## config.mk

```make
export PLATFORM = sky130hd
export DESIGN_NAME = solver_dispatch_arbiter
export DESIGN_NICKNAME = d
export VERILOG_FILES = /design/src/rtl/fract_dispatch_pkg.sv /design/src/rtl/msb_onehot_n.sv /design/src/rtl/solver_dispatch_arbiter.sv
export SDC_FILE = /design/constraint.sdc
export NUM_CORES = 1
export LEC_CHECK = 0
export ABC_AREA = 1
export CORE_ASPECT_RATIO = 2
export CORE_MARGIN = 4
export CORE_UTILIZATION = 43
export CTS_BUF_LIST = sky130_fd_sc_hd__clkbuf_16
export DETAILED_ROUTE_END_ITERATION = 8
export PLACE_DENSITY = 0.75
export SYNTH_ARGS = -nofsm -noshare
export SYNTH_HDL_FRONTEND = slang
export SYNTH_SLANG_ARGS = --single-unit
```

## constraint.sdc

```tcl
create_clock -name clk -period 1.55 [get_ports clk]
set_clock_uncertainty 0.2 [all_clocks]
set_input_delay 0.31 -clock clk [delete_from_list [all_inputs] [get_ports clk]]
set_output_delay 0.31 -clock clk [all_outputs]
set_load 0.005 [all_outputs]
```

## src/rtl/fract_dispatch_pkg.sv

```systemverilog
// Shared constants and helpers for the Mandelbrot job dispatch logic.
package fract_dispatch_pkg;

    localparam int MAX_UNITS = 32;

    // Ceiling log2, never less than 1 so index ports always have a bit.
    function automatic int clog2(input int value);
        int result;
        result = 1;
        for (int i = 1; i < 31; i++) begin
            if ((1 << i) < value) begin
                result = i + 1;
            end
        end
        return result;
    endfunction

    function automatic logic [MAX_UNITS-1:0] msb_onehot(input logic [MAX_UNITS-1:0] vec);
        logic [MAX_UNITS-1:0] result;
        result = '0;
        for (int i = 0; i < MAX_UNITS; i++) begin
            if (vec[i]) begin
                result    = '0;
                result[i] = 1'b1;
            end
        end
        return result;
    endfunction

endpackage

```

## src/rtl/msb_onehot_n.sv

```systemverilog
// Combinational MSB-first one-hot encoder of configurable width.
module msb_onehot_n
    import fract_dispatch_pkg::*;
#(
    parameter int WIDTH = 8,
    localparam int IDX_W = clog2(WIDTH)
) (
    input  logic [WIDTH-1:0] in,
    output logic [WIDTH-1:0] onehot,
    output logic [IDX_W-1:0] idx,
    output logic             any
);

    logic [MAX_UNITS-1:0] padded;
    logic [MAX_UNITS-1:0] full;

    always_comb begin
        padded             = '0;
        padded[WIDTH-1:0]  = in;
        full               = msb_onehot(padded);
        onehot             = full[WIDTH-1:0];
        any                = |full;
        idx                = '0;
        for (int i = 0; i < WIDTH; i++) begin
            if (in[i]) begin
                idx = IDX_W'(i);
            end
        end
    end

endmodule

```

## src/rtl/solver_dispatch_arbiter.sv

```systemverilog
// Hands pixel jobs to idle solvers with fixed-MSB or round-robin priority.
// Optional stall counter enabled by defining DISPATCH_STATS_EN.
module solver_dispatch_arbiter
    import fract_dispatch_pkg::*;
#(
    parameter int N_UNITS     = 8,
    parameter int ROUND_ROBIN = 0,
    parameter int CNT_W       = 16,
    localparam int IDX_W      = clog2(N_UNITS)
) (
    input  logic               clk,
    input  logic               reset,
    input  logic [N_UNITS-1:0] idle,
    input  logic               job_valid,
    output logic               job_ready,
    output logic [N_UNITS-1:0] grant,
    output logic [IDX_W-1:0]   grant_idx,
    output logic               grant_valid,
    output logic [CNT_W-1:0]   jobs_dispatched
`ifdef DISPATCH_STATS_EN
    ,
    output logic [15:0]        stall_cycles
`endif
);

    logic [N_UNITS-1:0] pend;
    logic [IDX_W-1:0]   last_idx;
    logic [IDX_W-1:0]   rot;
    logic [N_UNITS-1:0] eligible;
    logic [N_UNITS-1:0] rotated;
    logic [N_UNITS-1:0] rot_onehot;
    logic [IDX_W-1:0]   rot_idx;
    logic               rot_any;
    logic [N_UNITS-1:0] sel_onehot;
    logic [IDX_W-1:0]   sel_idx;
    logic               transfer;
    int                 src;
    int                 idx_sum;

    assign eligible  = idle & ~pend;
    assign rot       = (ROUND_ROBIN != 0) ? last_idx : '0;
    assign job_ready = rot_any & ~reset;
    assign transfer  = job_valid & job_ready;

    // Rotating by last_idx puts last_idx-1 at the top bit and last_idx at bit 0,
    // so a plain MSB search walks the round-robin order.
    always_comb begin
        rotated = '0;
        src     = 0;
        for (int j = 0; j < N_UNITS; j++) begin
            src = j + int'(rot);
            if (src >= N_UNITS) begin
                src = src - N_UNITS;
            end
            rotated[j] = eligible[IDX_W'(src)];
        end
    end

    msb_onehot_n #(.WIDTH(N_UNITS)) u_pick (
        .in     (rotated),
        .onehot (rot_onehot),
        .idx    (rot_idx),
        .any    (rot_any)
    );

    always_comb begin
        sel_onehot = '0;
        idx_sum    = 0;
        for (int j = 0; j < N_UNITS; j++) begin
            idx_sum = j + int'(rot);
            if (idx_sum >= N_UNITS) begin
                idx_sum = idx_sum - N_UNITS;
            end
            sel_onehot[IDX_W'(idx_sum)] = rot_onehot[j];
        end
        idx_sum = int'(rot_idx) + int'(rot);
        if (idx_sum >= N_UNITS) begin
            idx_sum = idx_sum - N_UNITS;
        end
        sel_idx = IDX_W'(idx_sum);
    end

    // pend blocks a solver from a second grant until it has shown idle low once.
    always_ff @(posedge clk or posedge reset) begin
        if (reset) begin
            grant           <= '0;
            grant_idx       <= '0;
            grant_valid     <= 1'b0;
            jobs_dispatched <= '0;
            pend            <= '0;
            last_idx        <= IDX_W'(N_UNITS - 1);
        end else begin
            pend        <= (pend & idle) | (transfer ? sel_onehot : '0);
            grant       <= transfer ? sel_onehot : '0;
            grant_valid <= transfer;
            if (transfer) begin
                grant_idx       <= sel_idx;
                last_idx        <= sel_idx;
                jobs_dispatched <= jobs_dispatched + CNT_W'(1);
            end
        end
    end

`ifdef DISPATCH_STATS_EN
    always_ff @(posedge clk or posedge reset) begin
        if (reset) begin
            stall_cycles <= '0;
        end else if (job_valid && !job_ready && (stall_cycles != 16'hFFFF)) begin
            stall_cycles <= stall_cycles + 16'd1;
        end
    end
`endif

endmodule

```

==> results of run 1 <==
logic make-up after synthesis:
logic type	Yosys count	synth area share [%]
XOR/XNOR	7	4.06
AO/OA/AOI/OAI	10	3.48
AND/OR/NAND/NOR	125	36.7
other	1	0.248
adder cells (fa/ha/maj)	1	0.828
flip-flops	27	44.7
buffers and inverters	28	9.94
power breakdown:
part	switching [mW]	internal [mW]	total, mW
Sequential	0.0464	0.773	0.819
Combinational	0.305	0.339	0.644
Clock	0.237	0.348	0.585
worst max-delay path by stage:
stage | startpoint | end | slack [ns] | cells past startpoint
floorplan | reset | jobs_dispatched[6]$_DFFE_PP0P_ | -0.03 | 5
global placement | idle[1] | job_ready | -0.53 | 6
detailed placement | idle[1] | job_ready | -0.55 | 6
CTS | pend[2]$_DFF_PP0_ | job_ready | -0.02 | 6
global route | pend[1]$_DFF_PP0_ | job_ready | -0.09 | 6
finish | pend[1]$_DFF_PP0_ | job_ready | -0.02 | 6
sequential cells by signal, summed over array words and instances, names as in the netlist:
signal	flops
grant_idx	2
grant_valid	1
jobs_dispatched	16
grant	4
pend	4
metal layers:
metal | part of all wire, % | global-route usage (%) | routed length, um
met1 | 36 | 17.5 | 1380
met2 | 57 | 35.6 | 2180
met3 | 3.8 | 0.813 | 146
met4 | 3.5 | 10.4 | 134
met5 | 0 | 0 | 0
placed cells by master (no fill, tap or decap), types with 4 or more instances in the layout:
master / instances
buf_4: 36
conb_1: 5
dfrtp_1: 24
dlygate4sd2_1: 28
inv_1: 13
inv_2: 5
nand2_1: 81
nand2_2: 9
nand3_1: 4
nand4_1: 5
nor2_1: 11
nor2_4: 6
o21ai_1: 4
xnor2_1: 6
repair_timing:
item,CTS,global route
pin swaps,4,12
resized for setup,40,19
setup buffers,15,4
endpoints found under the setup margin,36,12
through the flow:
| stage | area [um^2] | hold WS [ns] |
|---|---|---|
| floorplan | 1530 | 0.0194 |
| global placement | 1960 | 0.261 |
| detailed placement | 1960 | 0.265 |
| CTS | 2130 | 0.225 |
| global route | 2230 | 0.260 |
| finish | 2230 | 0.211 |
critical path: stages, from the launching register on:
cell and delay (ns):
dfrtp_1 0.37, inv_2 0.04, nand2_2 0.07, nand4_2 0.11
nand2_1 0.07, inv_1 0.03, buf_2 0.11
synthesized netlist by cell type (all sizes together):
cell type,number,area [um^2]
o21ai,8,40.0
nand4,6,43.8
a21boi,1,7.51
nor2,20,103
inv,19,71.3
conb,1,3.75
xnor2,6,52.6
dfrtp,27,676
nand3,7,45.0
ha,1,12.5
buf,9,78.8
a21oi,1,5.00
nand2,92,363
xor2,1,8.76
final cells by class:
cell class	count	area (um^2)	area share [%]
Clock buffer	3	75.1	3.36
Clock inverter	1	5.00	0.224
Inverter	19	75.1	3.36
Multi-Input combinational cell	148	773	34.6
Sequential cell	27	679	30.4
Tap cell	32	40.0	1.79
Timing Repair Buffer	70	584	26.2
==> flow_summary.toml, run 1 <==
[timing]
finalCriticalPeriod_ns = 1.57
setup_tns_ns = -0.0245
setup_violations = 1
hold_viol_final = 0
fin_crit_sh_pct = 102
drv_slew = 0
rsz0062_at_grt = "yes"
setup_slack_ns = -0.0245
fmaxAchievable_ghz = 0.635

[critical_path]
worst_r2r_path_depth = 7
r2r_end = "jobs_dispatched[3]$_DFFE_PP0P_"
endpoint_kind = "output port"
critPathArrivalTime_ns = 1.06
cp_max_fo = 2
reg2reg_from = "jobs_dispatched[1]$_DFFE_PP0P_"
required_ns = 1.04
startpoint_type = "register"
r2r_slack_ns = 0.06
crit_type = "register to output port"

[global_routing]
overflow = 0
grt_max_degree = 28
track_usage_pct = 18.0
antenna_found_initial = 0
grt_pass1_vias = 1544
grt_pass1_wl_mm = 6.43

[final_layout]
fillers = 299
layout.cells.non_filler = 300
diodes = 0
postLayoutCoreUtil_pct = 66.1
nets = 281
area_delta_synth_final_pct = 47.8
drive_above_1_share_pct = 29.9

[placed_design]
place_ws_ns = -0.549
dp_hpwl_mm = 2.48
dp_cells = 277
gp_congestion = 0.853
io_buffers = 30

[worst_hold_path]
worst_hold_path_type = "primary input to asynchronous set/reset pin"

[pwr]
ir_drop_mv = 0.675
p_leak_nw = 1.20
power.density_nw_per_um2 = 918
total_power_mw = 2.05

[route]
wl_per_cell_um = 12.8
antenna_left = 0
drt-total-wl_mm = 3.84
num_vias = 1455
first_pass_iters = 4
dr.first_iter.drc_count = 50
drc = 0
viasPerCell = 4.85

[floorplanning]
pin_count = 40
rows = 30
fp.dieW_um = 49.9
start_util_pct = 44.7
fp.dieH_um = 91.8
core-area_um2 = 3380
die_area_um2 = 4580

[job]
drv_cap = 0

[yosys]
syn_avg_cell_area_um2 = 7.59
ys_seq_elements = 27
syn_area_um2 = 1510
postSynthCellCount = 199
ys_seq_area_share_pct = 44.7
ys_types = 23
yosys_warnings = 0

[clock_tree]
cts_hold_buf = 0
clk_latency_ns = 0.26
h-tree-depth = 1
cts-buffers-inserted = 3
cts_tree = "done"
clock_sinks = 27
path_clk_slew_ns = 0.07
cts-root-buf = "clkbuf_16"
clk_path_buf_depth = 2

[status]
violations = "negative setup slack"
status = "complete, but fails checks"
No activity file was read; power rests on OpenSTA's default activity.
==> run 2: changes to the inputs <==
--- a/config.mk
+++ b/config.mk
@@ -10,6 +10,7 @@
 export CORE_MARGIN = 4
 export CORE_UTILIZATION = 43
 export CTS_BUF_LIST = sky130_fd_sc_hd__clkbuf_16
+export CTS_CLUSTER_SIZE = 16
 export DETAILED_ROUTE_END_ITERATION = 8
 export PLACE_DENSITY = 0.75
 export SYNTH_ARGS = -nofsm -noshare
==> results of run 2 <==
The final DEF is identical to that of run 1; final timing and power are the same.
